File: config.mk
export PLATFORM = sky130hd
export DESIGN_NAME = rx_pause_ctrl_flat
export DESIGN_NICKNAME = d
export VERILOG_FILES = /design/src/rtl/rx_pause_ctrl_pkg.sv /design/src/rtl/rx_pause_ctrl_if.sv /design/src/rtl/rx_pause_ctrl_pause_quanta_timer.sv /design/src/rtl/rx_pause_ctrl.sv /design/src/flat_wrapper.sv
export SDC_FILE = /design/constraint.sdc
export NUM_CORES = 1
export LEC_CHECK = 0
export BUFFER_PORTS_ARGS = -buffer_cell sky130_fd_sc_hd__buf_2
export CAP_MARGIN = 20
export CORE_MARGIN = 3
export CORE_UTILIZATION = 41
export CTS_CLUSTER_SIZE = 14
export DETAILED_ROUTE_END_ITERATION = 10
export MAX_ROUTING_LAYER = met4
export PLACE_DENSITY_LB_ADDON = 0.2
export SETUP_SLACK_MARGIN = 0.3
export SYNTH_ARGS = -nofsm -noshare
export SYNTH_HDL_FRONTEND = slang
export SYNTH_SLANG_ARGS = --single-unit
File: constraint.sdc
create_clock -name clk -period 5.2 [get_ports clk]
set_clock_uncertainty 0.1 [all_clocks]
set_input_delay 0 -clock clk [delete_from_list [all_inputs] [get_ports clk]]
set_output_delay 0 -clock clk [all_outputs]
set_load 0.01 [all_outputs]
File: src/rtl/rx_pause_ctrl_pkg.sv
// rtl/rx_pause_ctrl_pkg.sv - MAC Control PAUSE constants, parser states and byte helper
package rx_pause_ctrl_pkg;

    localparam logic [15:0] MAC_CTRL_ETHERTYPE = 16'h8808;
    localparam logic [15:0] PAUSE_OPCODE       = 16'h0001;
    localparam logic [47:0] PAUSE_MCAST_DA     = 48'h0180C2000001;

    typedef enum logic [1:0] {
        ST_HDR0   = 2'd0,
        ST_HDR1   = 2'd1,
        ST_QUANTA = 2'd2,
        ST_SKIP   = 2'd3
    } parse_state_t;

    // Byte n of a beat in wire order (byte 0 sits in the low lane).
    function automatic logic [7:0] beat_byte(input logic [63:0] data, input int unsigned n);
        return data[8*n +: 8];
    endfunction

endpackage

File: src/rtl/rx_pause_ctrl_if.sv
// rtl/rx_pause_ctrl_if.sv - decoded rx AXIS snoop bundle
interface rx_pause_ctrl_if;
    logic [63:0] axis_tdata;
    logic [7:0]  axis_tkeep;
    logic        axis_tvalid;
    logic        axis_tlast;
    logic        axis_tuser;

    modport master (output axis_tdata, axis_tkeep, axis_tvalid, axis_tlast, axis_tuser);
    modport slave  (input  axis_tdata, axis_tkeep, axis_tvalid, axis_tlast, axis_tuser);
endinterface

File: src/rtl/rx_pause_ctrl_pause_quanta_timer.sv
// rtl/rx_pause_ctrl_pause_quanta_timer.sv - pause quanta countdown with sub-quantum prescaler
module pause_quanta_timer #(
    parameter int QW = 16
) (
    input  logic          clk,
    input  logic          aresetn,
    input  logic          enable,
    input  logic          load,
    input  logic [QW-1:0] load_value,
    input  logic [7:0]    sub_quanta_count,
    output logic [QW-1:0] remaining,
    output logic          active
);

    logic [7:0] sub;
    logic [7:0] sub_last;

    // A prescale of 0 behaves like 1: every clock is one quantum.
    assign sub_last = (sub_quanta_count == 8'd0) ? 8'd0 : sub_quanta_count - 8'd1;

    always_ff @(posedge clk or negedge aresetn) begin
        if (!aresetn) begin
            remaining <= '0;
            sub       <= '0;
            active    <= 1'b0;
        end else if (!enable) begin
            remaining <= '0;
            sub       <= '0;
            active    <= 1'b0;
        end else if (load) begin
            remaining <= load_value;
            sub       <= '0;
            active    <= (load_value != '0);
        end else if (remaining != '0) begin
            if (sub == sub_last) begin
                sub       <= '0;
                remaining <= remaining - QW'(1);
                active    <= (remaining != QW'(1));
            end else begin
                sub <= sub + 8'd1;
            end
        end
    end

endmodule

File: src/rtl/rx_pause_ctrl.sv
// rtl/rx_pause_ctrl.sv - rx PAUSE frame detector and pause timer driver
module rx_pause_ctrl
    import rx_pause_ctrl_pkg::*;
#(
    parameter int C_CNT_WIDTH    = 32,
    parameter int C_QUANTA_WIDTH = 16
) (
    input  logic                      clk,
    input  logic                      aresetn,
    rx_pause_ctrl_if.slave            axis,
    input  logic                      cfg_rx_pause_enable,
    input  logic [47:0]               cfg_station_macaddr,
    input  logic [7:0]                cfg_sub_quanta_count,
    output logic                      rx_pause_active,
    output logic [C_QUANTA_WIDTH-1:0] pause_quanta_remaining,
    output logic [C_CNT_WIDTH-1:0]    pause_frames
);

    parse_state_t              state;
    logic                      match_da;
    logic                      candidate;
    logic [C_QUANTA_WIDTH-1:0] quanta_q;

    logic [47:0]               beat_da;
    logic                      da_hit;
    logic                      hdr_ok;
    logic [C_QUANTA_WIDTH-1:0] beat_quanta;
    logic [C_QUANTA_WIDTH-1:0] commit_quanta;
    logic                      commit;
    logic                      beat_last;

    wire unused_tkeep = ^axis.axis_tkeep;

    assign beat_da = {beat_byte(axis.axis_tdata, 0), beat_byte(axis.axis_tdata, 1),
                      beat_byte(axis.axis_tdata, 2), beat_byte(axis.axis_tdata, 3),
                      beat_byte(axis.axis_tdata, 4), beat_byte(axis.axis_tdata, 5)};
    assign da_hit  = (beat_da == PAUSE_MCAST_DA) || (beat_da == cfg_station_macaddr);

    // Beat 1 carries frame bytes 8..15: ethertype in lanes 4-5, opcode in lanes 6-7.
    assign hdr_ok = match_da
                 && ({beat_byte(axis.axis_tdata, 4), beat_byte(axis.axis_tdata, 5)} == MAC_CTRL_ETHERTYPE)
                 && ({beat_byte(axis.axis_tdata, 6), beat_byte(axis.axis_tdata, 7)} == PAUSE_OPCODE);

    assign beat_quanta = {beat_byte(axis.axis_tdata, 0), beat_byte(axis.axis_tdata, 1)};
    assign beat_last   = axis.axis_tvalid && axis.axis_tlast;

    // A 3-beat frame ends on the quanta beat itself, so use the live beat there.
    assign commit_quanta = (state == ST_QUANTA) ? beat_quanta : quanta_q;
    assign commit = beat_last && (candidate || (state == ST_QUANTA))
                 && axis.axis_tuser && cfg_rx_pause_enable;

    always_ff @(posedge clk or negedge aresetn) begin
        if (!aresetn) begin
            state        <= ST_HDR0;
            match_da     <= 1'b0;
            candidate    <= 1'b0;
            quanta_q     <= '0;
            pause_frames <= '0;
        end else begin
            if (commit) begin
                pause_frames <= pause_frames + C_CNT_WIDTH'(1);
            end
            if (axis.axis_tvalid) begin
                case (state)
                    ST_HDR0: begin
                        match_da <= da_hit;
                        state    <= axis.axis_tlast ? ST_HDR0 : ST_HDR1;
                    end
                    ST_HDR1: begin
                        if (axis.axis_tlast)  state <= ST_HDR0;
                        else if (hdr_ok)      state <= ST_QUANTA;
                        else                  state <= ST_SKIP;
                    end
                    ST_QUANTA: begin
                        quanta_q  <= beat_quanta;
                        candidate <= 1'b1;
                        state     <= axis.axis_tlast ? ST_HDR0 : ST_SKIP;
                    end
                    ST_SKIP: begin
                        if (axis.axis_tlast) state <= ST_HDR0;
                    end
                endcase
                if (axis.axis_tlast) begin
                    candidate <= 1'b0;
                end
            end
        end
    end

    pause_quanta_timer #(
        .QW (C_QUANTA_WIDTH)
    ) u_timer (
        .clk              (clk),
        .aresetn          (aresetn),
        .enable           (cfg_rx_pause_enable),
        .load             (commit),
        .load_value       (commit_quanta),
        .sub_quanta_count (cfg_sub_quanta_count),
        .remaining        (pause_quanta_remaining),
        .active           (rx_pause_active)
    );

endmodule
File: src/flat_wrapper.sv
// flat-port wrapper written by rule: the top's interface ports become plain ports
module rx_pause_ctrl_flat import rx_pause_ctrl_pkg::*;
#(
    parameter int C_CNT_WIDTH    = 32,
    parameter int C_QUANTA_WIDTH = 16
)
  (clk, aresetn, cfg_rx_pause_enable, cfg_station_macaddr, cfg_sub_quanta_count, rx_pause_active, pause_quanta_remaining, pause_frames, axis_axis_tdata, axis_axis_tkeep, axis_axis_tvalid, axis_axis_tlast, axis_axis_tuser);
  rx_pause_ctrl_if axis_i ();
  input  logic clk;
  input  logic aresetn;
  input  logic cfg_rx_pause_enable;
  input  logic [47:0] cfg_station_macaddr;
  input  logic [7:0] cfg_sub_quanta_count;
  output logic rx_pause_active;
  output logic [C_QUANTA_WIDTH-1:0] pause_quanta_remaining;
  output logic [C_CNT_WIDTH-1:0] pause_frames;
  input wire logic [$bits(axis_i.axis_tdata)-1:0] axis_axis_tdata;
  input wire logic [$bits(axis_i.axis_tkeep)-1:0] axis_axis_tkeep;
  input wire logic [$bits(axis_i.axis_tvalid)-1:0] axis_axis_tvalid;
  input wire logic [$bits(axis_i.axis_tlast)-1:0] axis_axis_tlast;
  input wire logic [$bits(axis_i.axis_tuser)-1:0] axis_axis_tuser;
  assign axis_i.axis_tdata = axis_axis_tdata;
  assign axis_i.axis_tkeep = axis_axis_tkeep;
  assign axis_i.axis_tvalid = axis_axis_tvalid;
  assign axis_i.axis_tlast = axis_axis_tlast;
  assign axis_i.axis_tuser = axis_axis_tuser;
  rx_pause_ctrl #(.C_CNT_WIDTH(C_CNT_WIDTH), .C_QUANTA_WIDTH(C_QUANTA_WIDTH)) u_core (.clk(clk), .aresetn(aresetn), .axis(axis_i), .cfg_rx_pause_enable(cfg_rx_pause_enable), .cfg_station_macaddr(cfg_station_macaddr), .cfg_sub_quanta_count(cfg_sub_quanta_count), .rx_pause_active(rx_pause_active), .pause_quanta_remaining(pause_quanta_remaining), .pause_frames(pause_frames));
endmodule
Yosys cells after proc, flatten, opt, wreduce, memory -nomap -nowiden
Index checks and enable logic that the tools add are counted.

word-level totals
  input port bits = 134
  register bits after elaboration = 77
  output and inout bits = 49

operators by class
  equality and inequality tests = 12
  add/sub/neg operators = 4
  reduce and logical (&&, ||, !) cells = 17
  mux-type cells = 22

operators by type and width
  operator               number
  $mux 16                5
  $eq 48x41->1 const B   1
  $eq 48x48->1           1
  $mux 8                 5
  $add 32x1->32 const B  1
  $reduce_bool 16->1     2
  $eq 16x1->1 const B    1
  $eq 16x16->1 const B   1
  $ne 16x1->1 const B    1
  $sub 16x1->16 const B  1
  $add 8x1->8 const B    1
  $eq 8x8->1             1
  $logic_not 8->1        1
  $mux 1                 8
  $pmux 2 s4             1
  $reduce_and 2->1       4
  $sub 8x1->8 const B    1
  $logic_and 1x1->1      6
  $mux 2                 3
  $ne 3x1->1 const B     2
  $eq 2x2->1 const B     2
  $eq 2x1->1 const B     1
  $logic_not 2->1        1
  $logic_or 1x1->1       2
  other kinds (2)        2

Longest topological paths before layout
Gate-level depths: netlist of run 1.

  word-level depth = 7
  gate-level depth with buffers = 12
  gate-level depth less buffers = 9

Cells and area by module
Synthesis of run 1 repeated with hierarchy kept, for this count alone.

second synthesis, totals
  cells, all modules = 538
  area, all modules = 5330.1 sq um

by module, submodules not included
  module              instances  area each (sq um)  seq. area each (sq um)  cells each
  rx_pause_ctrl       1          3176.8             1301.2                  287
  pause_quanta_timer  1          2153.3             625.6                   251

Worst setup path after synthesis of run 1
No wires, ideal clock.

  path type = reg2reg
  start point = register u_core.u_timer.remaining[0]
  end point = register u_core.u_timer.remaining[14]
  data arrival time = 2944 ps
  setup time = 131 ps
  slack = 2025 ps
  required time = 4969 ps
  period minus slack after synthesis = 3175 ps
  buffers on the path = 1
  stages on the path, launching flop included = 11
  path through = dfrtp_1 -> inv_1 -> ha_1 -> or3b_2 -> nor2_1 -> nand2_1 -> nor3_1 -> o21bai_1 -> clkbuf_1 -> nor4_1 -> or3_1

between the ends
  cells in the longest elaborated chain, start to end = 5
  elaborated cells between the ends (all ways) = 8
  classes of those cells = add/sub (1); eq/ne (1); mux (4); reduce/logical (2)

ends and longest elaborated chain
  element                   RTL line                                source
  start: declaration        rx_pause_ctrl_pause_quanta_timer.sv:11  output logic [QW-1:0] remaining,
  start signal: assignment  rx_pause_ctrl_pause_quanta_timer.sv:31  remaining <= load_value;
  start signal: assignment  rx_pause_ctrl_pause_quanta_timer.sv:37  remaining <= remaining - QW'(1);
  $sub 16x1->16             rx_pause_ctrl_pause_quanta_timer.sv:37
  $mux 16                   rx_pause_ctrl_pause_quanta_timer.sv:35  if (sub == sub_last) begin
  $mux 16                   rx_pause_ctrl_pause_quanta_timer.sv:34  end else if (remaining != '0) begin
  $mux 16                   rx_pause_ctrl_pause_quanta_timer.sv:30  end else if (load) begin
  $mux 16                   rx_pause_ctrl_pause_quanta_timer.sv:26  end else if (!enable) begin

Several ways; a longest one is shown, not always the timed one. The select of a mux whose other input is x is not followed.
A chain may end at the register's enable or synchronous reset.

Final worst setup path of run 1
  start point = input cfg_sub_quanta_count[3]
  end point = register u_core.u_timer.remaining[14]

between the ends
  cells in the longest elaborated chain, start to end = 5
  elaborated cells between the ends (all ways) = 6
  classes of those cells = add/sub (1); eq/ne (2); mux (1); reduce/logical (2)

ends and longest elaborated chain
  element                                         RTL line                                source
  start: declaration                              flat_wrapper.sv:13                      input logic [7:0] cfg_sub_quanta_count;
  $sub 8x1->8 or $logic_not 8->1 (tied branches)  rx_pause_ctrl_pause_quanta_timer.sv:19  assign sub_last = (sub_quanta_count == 8'd0) ? 8'd0 : sub_quanta_count - 8'd1;
  $mux 8 (*)                                      rx_pause_ctrl_pause_quanta_timer.sv:19
  $eq 8x8->1 (*)                                  rx_pause_ctrl_pause_quanta_timer.sv:35
  $ne 3x1->1 (no line) (*)                        -
  $reduce_and 2->1 (no line) (*)                  -

Every way passes the cells marked *; elsewhere a longest branch is shown, timed or not.

==> flow_summary.yaml, run 1 <==
worst_setup_path:
  cp-startpoint: "cfg_sub_quanta_count[3]"
  required_ns: 5.31
  timing.rr.start: "u_core.u_timer.sub[7]"
  worstRegToRegCells: 7
  cp-end-kind: "flip-flop"
  reg2reg_slack_ns: 2.02
  slowest_stage: "or4_1"
  worstPathCellList: "buf_2 > nor4_1 > a21oi_1 > a31oi_1 > or4b_4 > or4_1 > o311a_1 > or3_1"
  setup.worst_path.end: "u_core.u_timer.remaining[14]"
  max_stage_delay_ns: 0.93
  worstPathMaxFanout: 26
  r2r-end: "u_core.u_timer.remaining[14]"
  worstSetupPathType: "primary input to flip-flop"
  cp-start-kind: "primary input"
  cp_data_arrival_time_ns: 3.42
floorplanning:
  fp.dieW_microns: 118
  initial_utilization_pct: 42.1
  core.rowCount: 40
  dieArea_sq_mm: 0.0138
  die_y_microns: 118
  ios: 183
  design.core.area_sq_mm: 0.0121
pwr:
  peakVddDrop_mv: 0.159
  leakagePower_uw: 0.00320
  power.density_mw_per_mm2: 270
sta:
  grt_setup_unrepaired: "false"
  fin_ws_ns: 1.89
  min_period_ns: 3.31
  hold_viol: 0
  relSlewSlack_pct: 35.6
  fin_setup_tns_ns: 0
  period_share_pct: 63.7
  setup_viol_count_final: 0
  tightest_slew_ns: 0.964
  slew_viol_final: 0
  fmax_ghz: 0.302
cells_and_area:
  diodes: 0
  final_nets: 895
  drive_above_1_share_pct: 28.8
  areaGrowthSynthToFinish_pct: 30.5
  mostFrequentLayoutCells: "173 x buf_2, 81 x nand2_1, 77 x dfrtp_1"
  final_common_cell: "buf_2"
hold_path:
  min_path_type: "primary input to flip-flop"
  hold-path-cell-count: 5
cts:
  cts_setup_buffers: 0
  path_clk_slew_ns: 0.06
  clk_latency_ns: 0.33
  cts_tree: "done"
  clock-root-buffer: "clkbuf_16"
  clock-sinks: 77
  clk_path_buf_depth: 2
  cts-buffers-inserted: 9
  htree_num_levels: 3
detailed_routing:
  dr.pass1.iters: 4
  ant_nets: 0
  wl_microns: 15500
  vias: 5085
  via_per_inst: 5.47
  routedWlPerCell_microns: 16.7
  drt-initial-drc-count: 205
  drc: 0
placed_design:
  preCtsSetupSlack_ns: 1.58
  port-buffer-count: 174
  hpwl_microns: 11700
  place.gp.congestion: 0.951
global_route:
  grt_pass1_wl_microns: 25200
  antenna_found_initial: 0
  grt_util_all_layers_pct: 22.7
  gr-total-overflow: 0
  grt_max_degree: 78
  first_global_vias: 5145
synthesis:
  ys_warn_count: 0
  synth_cell_types: 58
  synth_edf_count: 0
  synth_ff_type: "dfrtp_1"
  syn_area_sq_mm: 0.00510
  synth_nets: 709
  ys_ff_latch: 77
  synthArstFlopShare_pct: 100
  syn-instance-count: 570
  seq_area_frac_synth_pct: 37.8
  avgSynthCellArea_sq_um: 8.95
outcome:
  outcome: "completed"
flow_run:
  maxCapViolations: 0
[registers in the layout, indices dropped and copies added (netlist names)]
register	flops
u_core.u_timer.remaining	16
u_core.candidate	1
u_core.u_timer.active	1
u_core.quanta_q	16
u_core.pause_frames	32
u_core.state	2
u_core.u_timer.sub	8
u_core.match_da	1
[worst min-delay path by stage]
| stage | from | endpoint | slack [ns] |
|---|---|---|---|
| after floorplan | aresetn | u_core.candidate | -0.40 |
| after global placement | aresetn | u_core.pause_frames[24] | 0.12 |
| after detailed placement | aresetn | u_core.pause_frames[23] | 0.13 |
| after CTS | axis_axis_tdata[53] | u_core.state[0] | 0.003 |
| after global routing | axis_axis_tdata[53] | u_core.state[0] | 0.04 |
| final | axis_axis_tdata[53] | u_core.state[0] | 0.02 |
[cell usage after synthesis (all sizes together), types with 3 or more instances]
cell type / count / area (sq um)
a211oi: 4 / 30.0
o31ai: 3 / 36.3
mux2i: 3 / 30.0
xnor2: 29 / 254
nand2: 81 / 304
and4b: 3 / 30.0
a311o: 3 / 30.0
o311a: 6 / 60.1
nor4: 44 / 282
nor3: 17 / 85.1
mux2: 16 / 180
nand4: 12 / 75.1
nand3: 30 / 150
a21oi: 23 / 115
nor3b: 7 / 52.6
nor2b: 3 / 18.8
and3: 13 / 81.3
o22ai: 5 / 31.3
o211ai: 4 / 30.0
and4: 5 / 43.8
o221ai: 3 / 26.3
and2: 3 / 18.8
ha: 5 / 62.6
nand2b: 3 / 18.8
or3: 3 / 18.8
nor4b: 5 / 43.8
o21ai: 7 / 35.0
inv: 6 / 22.5
a31oi: 7 / 43.8
nor2: 27 / 101
dfrtp: 77 / 1930
or4: 6 / 48.8
buf: 4 / 18.8
xor2: 58 / 508
clkbuf: 21 / 78.8
[area by class of cell]
| type | count | area, sq um |
|---|---|---|
| Fill cell | 1130 | 5450 |
| Multi-Input combinational cell | 462 | 3060 |
| Sequential cell | 77 | 1930 |
| Timing Repair Buffer | 200 | 1150 |
| Clock buffer | 10 | 229 |
| Tap cell | 168 | 210 |
| Clock inverter | 6 | 63.8 |
| Inverter | 6 | 22.5 |
[through the flow]
step	hold slack, ns	total power, uW	util (%)	cell area [sq um]	std cells
after floorplan	-0.396	996	-	5100	570
after global placement	0.123	1160	50.5	6110	890
after detailed placement	0.134	1170	50.5	6110	890
after CTS	0.00344	1810	54.6	6620	927
after global routing	0.0446	1890	55.0	6660	929
final	0.0179	1800	55.0	6660	929
[routing by layer]
layer  up-vias  share of wire, %  global-route usage [%]  routed length, microns
met5         -                 0                       -                       0
met4         0               3.1                    9.45                     484
met3        30               5.0                    3.51                     767
met2       187                51                    38.9                    7850
met1      2389                41                    26.7                    6380
li1       2479                 -                       -                       -
[critical path, delay by kind of cell]
family	cells	cell delay, ns
and+or+nand+nor	4	2.52
buffers and inverters	1	0.12
AOI/OAI and AO/OA	3	0.77
[kinds of logic after synthesis]
kind of cell / count (synthesis) / synth area share (%)
AOI/OAI and AO/OA: 79 / 11.0
xor gates and xnor gates: 87 / 14.9
adders and majority gates: 5 / 1.23
buffers and inverters: 31 / 2.35
DFF: 77 / 37.8
muxes: 19 / 4.12
and+or+nand+nor: 272 / 28.7
[power breakdown]
group          switching, uW  internal [uW]  total (uW)
clock network            247            371         618
logic                    243            197         440
registers               72.9            667         740
[repair_timing]
action                                 4_1_cts  5_1_grt
endpoints found under the hold margin      101        0
resized for setup                            0        0
hold buffers                                21        0
setup endpoints to repair                    0        0
(Power assumes the default switching activity.)
==> inputs of run 2 (changes only) <==
--- a/config.mk
+++ b/config.mk
@@ -5,6 +5,7 @@
 export SDC_FILE = /design/constraint.sdc
 export NUM_CORES = 1
 export LEC_CHECK = 0
+export ABC_AREA = 1
 export BUFFER_PORTS_ARGS = -buffer_cell sky130_fd_sc_hd__buf_2
 export CAP_MARGIN = 20
 export CORE_MARGIN = 3
==> constraint.sdc (replaced) <==
create_clock -name clk -period 3.08 [get_ports clk]
set_clock_uncertainty 0.1 [all_clocks]
set_input_delay 0 -clock clk [delete_from_list [all_inputs] [get_ports clk]]
set_output_delay 0 -clock clk [all_outputs]
set_load 0.01 [all_outputs]
==> run 2 against run 1 <==
  * Largest power group is now combinational cells
  * Non-clock buffer count up 1
  * Total power up 120%
  * Flip-flop and latch count unchanged
  * Utilization down 0.64 points
  * Die area up 11%
  * Clock power up 76%
  * Clock-buffer cell count up 2
  * Hold slack worse by 0.036 ns
  * Area after synthesis up 12%
  * Design area up 9.4%
  * Register-to-register slack worse by 1.2 ns
  * First-iteration DRC count up 93%
  * The run now ends with negative hold slack left
==> flow_summary.yaml, run 2 <==
floorplanning:
  dieArea_sq_mm: 0.0154
  initial_utilization_pct: 42.5
  design.core.area_sq_mm: 0.0134
  die_y_microns: 124
  ios: 183
  core.rowCount: 42
  fp.dieW_microns: 124
global_route:
  gr-max-usage-layer: "met2"
  gr-total-overflow: 0
  grt_util_met3_pct: 3.00
  antenna_found_initial: 0
  globalRouteMet2Util_pct: 33.5
  grt_pass1_wl_microns: 25300
  grtUsageMet1_pct: 27.9
  grt_max_degree: 78
  first_global_vias: 5465
  grt_util_all_layers_pct: 21.1
worst_setup_path:
  required_ns: 3.25
  worstPathMaxFanout: 5
  cp-start-kind: "primary input"
  worstSetupPathType: "primary input to flip-flop"
  cp_data_arrival_time_ns: 2.68
  cp-end-kind: "flip-flop"
pwr:
  power.internal_uw: 2460
  leakagePower_uw: 0.00372
  power.density_mw_per_mm2: 543
  power_frac_seq_pct: 35.9
  p_comb_share_pct: 36.4
  power.total_uw: 3950
  pwr-share-clk_pct: 27.7
  switching_share_pct: 37.8
  peakVddDrop_mv: 0.286
  p_sw_uw: 1490
flow_run:
  maxCapViolations: 0
synthesis:
  synth_commonest_cells: "195 x nand2_1, 87 x nor2_1, 77 x dfrtp_1"
  syn_area_sq_mm: 0.00570
  muxShareOfSynthArea_pct: 0
  syn-instance-count: 795
  synthArstFlopShare_pct: 100
  synth_compound_area_share_pct: 7.53
  synthXorXnorAreaFrac_pct: 12.1
  synth_top_family_by_area: "simple AND/OR/NAND/NOR gates"
  synth-simple-area-share_pct: 38.4
  synth_ff_type: "dfrtp_1"
  synth_most_common_cell: "nand2_1"
  synth_edf_count: 0
  avgSynthCellArea_sq_um: 7.17
  yosysTopAreaCell: "dfrtp_1"
  synthTopCellsByArea: "dfrtp_1 34%, nand2_1 13%, xor2_1 7.1%, nor2_1 5.7%, xnor2_1 5.1%"
  synth_nets: 934
  synth_top_cell_area_share_pct: 33.8
  ys_ff_latch: 77
  ys_warn_count: 0
  seq_area_frac_synth_pct: 33.8
  synth_cell_types: 40
  synth_fa_ha_area_share_pct: 1.10
cells_and_area:
  final_cells: 1172
  largest-register: "u_core.pause_frames"
  final_nets: 1130
  diodes: 0
  largest_register_ffs: 32
  largestRegisters: "u_core.pause_frames: 32 flops, u_core.quanta_q: 16 flops, u_core.u_timer.remaining: 16 flops"
  areaGrowthSynthToFinish_pct: 27.8
  mostFrequentLayoutCells: "195 x nand2_1, 173 x buf_2, 87 x nor2_1"
  drive_above_1_share_pct: 25.1
  final_common_cell: "nand2_1"
  fill_cells: 1293
outcome:
  violations: "negative hold slack"
  outcome: "finished, violations left"
cts:
  cts-buffers-inserted: 9
  cts_setup_buffers: 0
  cts_tree: "done"
  clock-root-buffer: "clkbuf_16"
  cts_resized: 0
  htree_num_levels: 3
  clk_path_buf_depth: 2
  clk_latency_ns: 0.33
  hold_buffers: 23
  path_clk_slew_ns: 0.06
  clock-sinks: 77
sta:
  fmax_ghz: 0.399
  period_share_pct: 81.4
  relSlewSlack_pct: 43.5
  hold_viol: 15
  min_period_ns: 2.51
  whs_ns: -0.0186
  tightest_slew_ns: 0.846
  slew_viol_final: 0
  grt_setup_unrepaired: "false"
  setup_viol_count_final: 0
  fin_setup_tns_ns: 0
detailed_routing:
  drc: 0
  ant_nets: 0
  routedWlPerCell_microns: 13.3
  via_per_inst: 4.97
  dr.pass1.iters: 7
  wl_microns: 15600
  vias: 5824
  drt-initial-drc-count: 396
placed_design:
  hpwl_microns: 12100
  place.gp.congestion: 0.864
  dp.cells: 1132
  port-buffer-count: 174
hold_path:
  min_path_type: "primary input to asynchronous set/reset pin"
## run 2: final timing paths
kind,endpoint,startpoint,cells past startpoint,slack (ns)
max,u_core.state[0],axis_axis_tvalid,8,0.57
min,u_core.u_timer.remaining[14],aresetn,2,-0.02
max reg2reg,u_core.pause_frames[23],u_core.state[0],12,0.81
min reg2reg,u_core.quanta_q[6],u_core.quanta_q[6],2,0.38
max in group asynchronous,u_core.u_timer.remaining[8],aresetn,3,2.31
min in group clk,u_core.match_da,axis_axis_tdata[3],4,0.01
## run 2: cell families (layout without fill, tap and decap cells)
| logic type | Yosys count | after routing |
|---|---|---|
| AOI/OAI and AO/OA | 80 | 80 |
| xor gates and xnor gates | 79 | 79 |
| adders and majority gates | 5 | 5 |
| buffers and inverters | 97 | 298 |
| DFF | 77 | 77 |
| and+or+nand+nor | 457 | 457 |
## run 2: metal layers
| metal | part of all wire (%) | vias up |
|---|---|---|
| li1 | - | 2976 |
| met4 | 2.4 | 0 |
| met3 | 5.2 | 20 |
| met1 | 46 | 2630 |
| met2 | 46 | 198 |
| met5 | 0 | - |
## run 2: power groups by stage
stage	clock (uW)	combinational, uW	sequential (uW)
after global placement	0	1390	1440
after floorplan	0	928	1440
final	1090	1440	1420
after CTS	1130	1450	1420
after global routing	1170	1650	1450
after detailed placement	0	1420	1440
## run 2: worst max-delay path, stage by stage
cell           delay (ns)
dlygate4sd3_1        0.54
buf_2                0.16
nand2_2              0.09
dlygate4sd3_1        0.59
o21ai_0              0.09
dlygate4sd3_1        0.55
a21oi_1              0.11
dlygate4sd3_1        0.55
## run 2: per-stage QoR
step	cell area (sq um)	util [%]	setup slack [ns]	hold WS [ns]
floorplan	5700	-	1.27	-0.396
global placement	6720	50.1	0.859	0.133
detailed placement	6720	50.1	0.821	0.144
CTS	7260	54.2	0.602	0.00177
global route	7290	54.4	0.454	0.0103
finish	7290	54.4	0.572	-0.0186
## run 2: layout make-up
class                      instances  area (sq um)  area share (%)
clock buffer                      12           256            3.52
multi-input combinational        621          3370            46.3
clock inverter                     4          53.8           0.738
sequential                        77          1930            26.4
inverter                          81           304            4.17
tap                              176           220            3.02
timing repair buffer             201          1150            15.8
